<file path="config.mk">
export PLATFORM = sky130hd
export DESIGN_NAME = ps2_kbd_decoder
export DESIGN_NICKNAME = d
export VERILOG_FILES = /design/src/rtl/ps2_pkg.sv /design/src/rtl/ps2_rx_frame.sv /design/src/rtl/ps2_kbd_decoder.sv
export SDC_FILE = /design/constraint.sdc
export NUM_CORES = 1
export LEC_CHECK = 0
export CAP_MARGIN = 10
export CORE_MARGIN = 10
export CORE_UTILIZATION = 61
export DETAILED_ROUTE_END_ITERATION = 10
export GPL_TIMING_DRIVEN = 1
export PLACE_DENSITY = 0.83
export REMOVE_ABC_BUFFERS = 1
export SYNTH_ARGS = -nofsm -noshare
export SYNTH_HDL_FRONTEND = slang
export SYNTH_SLANG_ARGS = --single-unit
</file>
<file path="constraint.sdc">
create_clock -name clk_sys -period 2.9 [get_ports clk_sys]
set_clock_uncertainty 0.1 [all_clocks]
set_input_delay 0.58 -clock clk_sys [delete_from_list [all_inputs] [get_ports clk_sys]]
set_output_delay 0.58 -clock clk_sys [all_outputs]
set_load 0.01 [all_outputs]
</file>
<file path="src/rtl/ps2_pkg.sv">
// rtl/ps2_pkg.sv - shared constants and frame state type for the PS/2 keyboard receiver
package ps2_pkg;

  localparam logic [7:0] PS2_PFX_EXT = 8'hE0;
  localparam logic [7:0] PS2_PFX_REL = 8'hF0;

  localparam int         PS2_DATA_BITS = 8;
  localparam logic [2:0] PS2_LAST_BIT  = 3'(PS2_DATA_BITS - 1);

  typedef enum logic [1:0] {
    IDLE,
    DATA,
    PARITY,
    STOP
  } ps2_state_t;

endpackage

</file>
<file path="src/rtl/ps2_rx_frame.sv">
// rtl/ps2_rx_frame.sv - PS/2 line conditioning, 11-bit frame deframer and stall timeout
module ps2_rx_frame #(
  parameter int FILTER  = 4,
  parameter int TIMEOUT = 50000,
  parameter int TW      = 16
) (
  input  logic       clk_sys,
  input  logic       reset,
  input  logic       ps2_clk,
  input  logic       ps2_data,
  output logic [7:0] rx_byte,
  output logic       rx_strobe,
  output logic       rx_err,
  output logic       busy
);
  import ps2_pkg::*;

  localparam int          FW       = (FILTER > 1) ? $clog2(FILTER) : 1;
  localparam logic [FW-1:0] FLT_LAST = FW'(FILTER - 1);
  localparam logic [TW-1:0] TO_LIM   = TW'(TIMEOUT);
  localparam logic [TW-1:0] TO_MAX   = {TW{1'b1}};

  logic          clk_s1, clk_s2, data_s1, data_s2;
  logic          clk_flt, clk_flt_d;
  logic [FW-1:0] flt_cnt;

  ps2_state_t    state;
  logic [7:0]    shift;
  logic [2:0]    bit_cnt;
  logic          par_acc;
  logic          par_bad;
  logic [TW-1:0] to_cnt;

  logic          fall;
  logic          sbit;
  logic          timeout;

  // Conditioning: a new clock level is accepted only after FILTER samples disagree in a row.
  always_ff @(posedge clk_sys) begin
    if (reset) begin
      clk_s1    <= 1'b1;
      clk_s2    <= 1'b1;
      data_s1   <= 1'b1;
      data_s2   <= 1'b1;
      clk_flt   <= 1'b1;
      clk_flt_d <= 1'b1;
      flt_cnt   <= '0;
    end else begin
      clk_s1    <= ps2_clk;
      clk_s2    <= clk_s1;
      data_s1   <= ps2_data;
      data_s2   <= data_s1;
      clk_flt_d <= clk_flt;
      if (clk_s2 == clk_flt) begin
        flt_cnt <= '0;
      end else if (flt_cnt == FLT_LAST) begin
        clk_flt <= clk_s2;
        flt_cnt <= '0;
      end else begin
        flt_cnt <= flt_cnt + FW'(1);
      end
    end
  end

  assign fall    = clk_flt_d & ~clk_flt;
  assign sbit    = data_s2;
  assign busy    = (state != IDLE);
  // An edge on the same cycle as expiry keeps the frame alive.
  assign timeout = busy && !fall && (to_cnt >= TO_LIM);

  always_ff @(posedge clk_sys) begin
    if (reset) begin
      state     <= IDLE;
      shift     <= '0;
      bit_cnt   <= '0;
      par_acc   <= 1'b1;
      par_bad   <= 1'b0;
      to_cnt    <= '0;
      rx_byte   <= '0;
      rx_strobe <= 1'b0;
      rx_err    <= 1'b0;
    end else begin
      rx_strobe <= 1'b0;
      rx_err    <= 1'b0;

      if (fall) begin
        to_cnt <= '0;
      end else if (busy && to_cnt != TO_MAX) begin
        to_cnt <= to_cnt + TW'(1);
      end

      if (timeout) begin
        state  <= IDLE;
        rx_err <= 1'b1;
        to_cnt <= '0;
      end else if (fall) begin
        case (state)
          IDLE: begin
            // High data here is the sender's trailing edge, not a start bit.
            if (!sbit) begin
              state   <= DATA;
              bit_cnt <= '0;
              par_acc <= 1'b1;
              par_bad <= 1'b0;
            end
          end
          DATA: begin
            shift   <= {sbit, shift[7:1]};
            par_acc <= par_acc ^ sbit;
            bit_cnt <= bit_cnt + 3'd1;
            if (bit_cnt == PS2_LAST_BIT) begin
              state <= PARITY;
            end
          end
          PARITY: begin
            par_bad <= (sbit != par_acc);
            state   <= STOP;
          end
          STOP: begin
            state <= IDLE;
            if (!par_bad && sbit) begin
              rx_byte   <= shift;
              rx_strobe <= 1'b1;
            end else begin
              rx_err <= 1'b1;
            end
          end
          default: state <= IDLE;
        endcase
      end
    end
  end

endmodule

</file>
<file path="src/rtl/ps2_kbd_decoder.sv">
// rtl/ps2_kbd_decoder.sv - PS/2 keyboard receiver folding E0/F0 prefixes into key events
module ps2_kbd_decoder #(
  parameter int FILTER  = 4,
  parameter int TIMEOUT = 50000,
  parameter int TW      = 16
) (
  input  logic       clk_sys,
  input  logic       reset,
  input  logic       ps2_clk,
  input  logic       ps2_data,
  output logic [7:0] rx_byte,
  output logic       rx_strobe,
  output logic       rx_err,
  output logic [7:0] key_code,
  output logic       key_ext,
  output logic       key_release,
  output logic       key_strobe,
  output logic       busy
);
  import ps2_pkg::*;

  logic ext_pend;
  logic rel_pend;

  ps2_rx_frame #(
    .FILTER  (FILTER),
    .TIMEOUT (TIMEOUT),
    .TW      (TW)
  ) u_rx_frame (
    .clk_sys   (clk_sys),
    .reset     (reset),
    .ps2_clk   (ps2_clk),
    .ps2_data  (ps2_data),
    .rx_byte   (rx_byte),
    .rx_strobe (rx_strobe),
    .rx_err    (rx_err),
    .busy      (busy)
  );

  // Prefixes only arm flags; the next plain byte carries them out as one event.
  always_ff @(posedge clk_sys) begin
    if (reset) begin
      ext_pend    <= 1'b0;
      rel_pend    <= 1'b0;
      key_code    <= '0;
      key_ext     <= 1'b0;
      key_release <= 1'b0;
      key_strobe  <= 1'b0;
    end else begin
      key_strobe <= 1'b0;
      if (rx_err) begin
        ext_pend <= 1'b0;
        rel_pend <= 1'b0;
      end else if (rx_strobe) begin
        if (rx_byte == PS2_PFX_EXT) begin
          ext_pend <= 1'b1;
        end else if (rx_byte == PS2_PFX_REL) begin
          rel_pend <= 1'b1;
        end else begin
          key_code    <= rx_byte;
          key_ext     <= ext_pend;
          key_release <= rel_pend;
          key_strobe  <= 1'b1;
          ext_pend    <= 1'b0;
          rel_pend    <= 1'b0;
        end
      end
    end
  end

endmodule

</file>
# After elaboration in Yosys (flattened, before gate mapping)
# Cells that the tools add are included.
# classes
muxes,18
n_addsub,3
reduce_logical,25
bitwise_logic,11
magnitude_cmp,1
n_eq_ne,13
# ops
operator,count
$add A16 B1 Y16 const B,1
$eq A8 B8 Y1 const B,2
$ge A16 B16 Y1 const B,1
$ne A16 B16 Y1 const B,1
$reduce_and A4 Y1,4
$mux W1,11
$not A1 Y1,9
$pmux W2 S4,1
$reduce_or A4 Y1,2
$eq A2 B2 Y1 const B,3
$pmux W3 S2,1
$reduce_and A2 Y1,3
$reduce_and A3 Y1,2
$reduce_bool A2 Y1,3
$reduce_or A3 Y1,2
$logic_and A1 B1 Y1,4
$mux W2,2
$ne A2 B2 Y1 const B,2
$pmux W1 S2,2
$reduce_or A2 Y1,2
$add A3 B1 Y3 const B,1
$eq A3 B3 Y1 const B,1
$mux W3,1
$add A2 B1 Y2 const B,1
8 further kinds,9
# word_totals
reg_bits,62
inputBits,4
wordCells,93

# Longest topological paths before layout
# Gate-level depths: netlist of the first run.
# depth
ltp_word,7
depth_mapped,7
depth_no_buf,6

# Cells and area by module
# A second synthesis of the first run with hierarchy kept.
# hier_totals
cells_unflattened,297
area_unflattened_um2,2792.7
# modules_own_cells
module,cells_per_inst,area_each_um2,seq_area_each_um2,n_inst
ps2_rx_frame,244,2228.4,980.9,1
ps2_kbd_decoder,53,564.3,260.2,1

# Least setup slack after synthesis of the first run
# OpenSTA, ideal clock, no wires.
# synth_timing
kind,flip-flop to flip-flop
startpoint,register u_rx_frame.state[0]
endpoint,register u_rx_frame.to_cnt[9]
slack_ns,0.980
required_ns,2.720
synth_period_minus_slack_ns,1.920
stages_incl_launch_ff,7
arrival_time_ns,1.740
path_buffers,0
cell_sequence,dfxtp_1 -> inv_1 -> ha_1 -> and3b_1 -> nand2_2 -> or4_4 -> a211oi_2
# synth_between
elab_chain_len,4
# synth_rtl
item,line_no,rtl
from (decl),ps2_rx_frame.sv:27,ps2_state_t state;
from (signal assigned),ps2_rx_frame.sv:73,state <= IDLE;
from (signal assigned),ps2_rx_frame.sv:93,state <= IDLE;
from (signal assigned),ps2_rx_frame.sv:101,state <= DATA;
$reduce_bool A2 Y1 (*),ps2_rx_frame.sv:67,assign busy = (state != IDLE);
$logic_and A1 B1 Y1 (2 in series),ps2_rx_frame.sv:69,assign timeout = busy && !fall && (to_cnt >= TO_LIM);
$reduce_or A3 Y1 (no source line),-,
to (signal assigned),ps2_rx_frame.sv:89,to_cnt <= to_cnt + TW'(1);
to (decl),ps2_rx_frame.sv:32,logic [TW-1:0] to_cnt;
# Every way passes the cells marked *; elsewhere a longest branch is shown, timed or not.
# A chain may end at the register's enable or synchronous reset.

# Worst setup path in the final report of the first run
# layout_timing
startpoint,register u_rx_frame.state[0]
endpoint,output port busy
# layout_between
elab_chain_len,1
# layout_rtl
item,line_no,rtl
$reduce_bool A2 Y1,ps2_rx_frame.sv:67,
to (decl),ps2_kbd_decoder.sv:18,output logic busy
# Every way passes these cells.

==> results.yml, run 1 <==
clocking:
  cts_root_buffer: "clkbuf_8"
  cts_inserted_buffers: 9
  clk_path_buf_depth: 2
  htreeDepth: 3
  cts_tree: "done"
  cts_resized: 0
  postCtsHoldBufs: 0
  clk_pin_slew_worst_paths_ns: 0.07
  post_cts_buffers: 0
  clock-sinks: 62
  clock_latency_ns: 0.34
power_and_ir_drop:
  powerDensity_nw_per_um2: 520
  power_w: 0.00173
  peakVddDrop_v: 0.000461
  p_leak_nw: 1.13
timing:
  hold_violations: 0
  setup_ws_ns: 0.318
  tightest_slew_ns: 1.20
  setup_viol: 0
  period_needed_ns: 2.58
  setup_tns_ns: 0
  rsz0062_at_grt: "no"
  finalCritPeriodShare: 0.890
  slew-limit-headroom: 0.201
  final_max_slew_viol_count: 0
  fmaxAchievable_mhz: 387
global_route:
  grt_pass1_wl_um: 10200
  grt_pass1_vias: 2191
  grtUsageTotal: 0.164
  antenna_found_initial: 0
  gr-total-overflow: 0
  grt_max_degree: 18
synth:
  synthAdderAreaFrac: 0.0446
  ys_seq_elements: 62
  async_reset_ff_frac: 0
  post_synth_xor_area_fraction: 0.00312
  synth_top_family_by_area: "simple AND/OR/NAND/NOR gates"
  synth_area_sq_um: 2810
  synthMuxAreaShare: 0.0784
  synth.avg_cell_area_sq_um: 9.49
  yosys.area_share.simple: 0.222
  ys_types: 52
  syn_inst: 296
  synth_compound_area_frac: 0.163
  ys.flop_type: "dfxtp_1"
  yosysSeqAreaShare: 0.442
  yosys_warnings: 0
  synth_edf_count: 0
drt:
  wl_per_cell_um: 15.9
  route.detailed.drc: 0
  highest_layer: "met4"
  routed_wl_um: 6030
  wl_met2_um: 3020
  wl_met1_um: 2700
  drt_iter0_markers: 121
  antenna_left: 0
  vias: 2309
  via_per_inst: 6.09
  dr_wl_met3_um: 197
  firstDrtPassIters: 4
place:
  dpl.hpwl_um: 4320
  placed_cells: 363
  dp_slack_ns: 0.688
  numPortBuffers: 25
  place_congestion: 0.839
floorplan:
  die_w_um: 87.8
  initial_core_util: 0.636
  core_area_sq_um: 4410
  die_h_um: 87.8
  rows: 24
  top_level_ports: 26
  die-area_sq_um: 7720
worst_setup_path:
  reg2regPathDepth: 6
  r2r_slack_ns: 0.67
  path_depth: 4
  worst-path-buf-inv: 3
  max_stage_delay_ns: 0.50
  crit_slowest_cell: "clkdlybuf4s50_1"
  crit_type: "flip-flop to primary output"
  worstPathRequired_ns: 2.22
  rr_startpoint: "u_rx_frame.state[0]$_SDFFE_PP0P_"
  endpoint_kind: "primary output"
  cp-endpoint: "busy"
  path_max_fanout: 17
  path_cells: "inv_1 > ha_1 > inv_1 > clkdlybuf4s50_1"
  crit_start: "u_rx_frame.state[0]$_SDFFE_PP0P_"
  cp-start-kind: "flip-flop"
  crit_path_frequent_cell: "inv_1"
  timing.rr.end: "u_rx_frame.to_cnt[15]$_SDFFE_PP0P_"
  arrival_ns: 1.90
  crit_family: "buffers and inverters"
final_layout:
  fin_cells: 379
  nets: 336
  drive_gt1_frac: 0.147
  final_cell_mix: "62 x dfxtp_1, 32 x nor2_1, 25 x clkdlybuf4s50_1"
  nFillCells: 298
  area_growth_pct: 18.6
  final_common_cell: "dfxtp_1"
  diodes: 0
flow_run:
  drv_cap: 0
outcome:
  status: "finished, final reports clean"
worst_hold_path:
  hold_class: "flip-flop to flip-flop"
## final cells by class
cell class,instances,area [sq um],share of cell area
Clock buffer,9,124,0.0372
Clock inverter,7,97.6,0.0293
Inverter,14,52.6,0.0158
Multi-Input combinational cell,203,1450,0.435
Sequential cell,62,1240,0.373
Tap cell,52,65.1,0.0195
Timing Repair Buffer,32,303,0.0909
## power by group
group,internal (W),total [W],switching [W]
logic,0.0000139,0.0000329,0.0000190
clock network,0.000486,0.000838,0.000352
registers,0.000856,0.000859,0.00000385
## routing by layer
layer  vias up  global-route usage
met4         0              0.0899
met5         -                   0
met1      1130               0.193
met2        40               0.271
met3        10              0.0362
li1       1129                   -
## cell families after synthesis
kind of cell             after synthesis
adder cells (fa/ha/maj)               10
AO/OA/AOI/OAI                         61
buffers and inverters                 31
AND/OR/NAND/NOR                      109
multiplexers                          22
XOR/XNOR                               1
flip-flops                            62
## synth_stat cells, drive strengths merged (2+ instances only)
cell type   n  area [sq um]
buf         5          33.8
dfxtp      62          1240
a211oi     13           133
a31oi       3          18.8
nand3      11          55.1
nor3        4          20.0
a41oi       2          17.5
mux2i      22           220
nor2b       5          31.3
a21oi      13          65.1
a2111oi     3          38.8
o21ai      10          50.1
ha         10           125
or2         5          31.3
nand3b      2          15.0
o31ai       5          37.5
nand2b      3          18.8
a22oi       2          15.0
nor2       33           126
or4         4          33.8
and4        2          20.0
o211ai      4          30.0
inv        14          52.6
nand2      15          58.8
nand4       4          46.3
clkbuf     12          45.0
or3        10          62.6
nor4        6          58.8
## through the flow
step                      cell area [sq um]  hold WS (ns)  utilization
after floorplan                        2730         0.289            -
after global placement                 3110         0.294        0.704
after detailed placement               3110         0.301        0.704
after CTS                              3330         0.316        0.755
after global routing                   3330         0.329        0.755
final                                  3330         0.316        0.755
## sequential cells by signal, summed over array words and instances (netlist names), 2 cells and up
signal              cells
u_rx_frame.shift        8
key_code                8
u_rx_frame.rx_byte      8
u_rx_frame.bit_cnt      3
u_rx_frame.flt_cnt      2
u_rx_frame.to_cnt      16
u_rx_frame.state        2
## worst min path at each step
stage / startpoint / endpoint / depth (start not counted)
floorplan: u_rx_frame.clk_s1$_SDFF_PP1_ / u_rx_frame.clk_s2$_SDFF_PP1_ / 1
global placement: u_rx_frame.data_s1$_SDFF_PP1_ / u_rx_frame.data_s2$_SDFF_PP1_ / 1
detailed placement: u_rx_frame.clk_s1$_SDFF_PP1_ / u_rx_frame.clk_s2$_SDFF_PP1_ / 1
CTS: u_rx_frame.clk_s1$_SDFF_PP1_ / u_rx_frame.clk_s2$_SDFF_PP1_ / 1
global route: u_rx_frame.data_s1$_SDFF_PP1_ / u_rx_frame.data_s2$_SDFF_PP1_ / 1
finish: u_rx_frame.data_s1$_SDFF_PP1_ / u_rx_frame.data_s2$_SDFF_PP1_ / 1
## worst reg2reg max path, delay by kind of cell, from the launching register on
kind / cells / cell delay [ns]
buf+inv: 1 / 0.10
flops: 1 / 0.36
compound gates: 1 / 0.21
simple gates: 3 / 1.01
fa+ha+maj: 1 / 0.38
(Power assumes the default switching activity.)
==> inputs of run 2 (changes only) <==
--- a/config.mk
+++ b/config.mk
@@ -12,6 +12,7 @@
 export GPL_TIMING_DRIVEN = 1
 export PLACE_DENSITY = 0.83
 export REMOVE_ABC_BUFFERS = 1
+export SETUP_SLACK_MARGIN = 0.02
 export SYNTH_ARGS = -nofsm -noshare
 export SYNTH_HDL_FRONTEND = slang
 export SYNTH_SLANG_ARGS = --single-unit
==> results of run 2 <==
Final layout, timing and power as in run 1 (identical DEF).
==> inputs of run 3 (changes only) <==
--- a/config.mk
+++ b/config.mk
@@ -10,6 +10,7 @@
 export CORE_UTILIZATION = 61
 export DETAILED_ROUTE_END_ITERATION = 10
 export GPL_TIMING_DRIVEN = 1
+export HOLD_SLACK_MARGIN = 0.05
 export PLACE_DENSITY = 0.83
 export REMOVE_ABC_BUFFERS = 1
 export SETUP_SLACK_MARGIN = 0.02
==> results of run 3 <==
Final layout, timing and power as in run 1 (identical DEF).
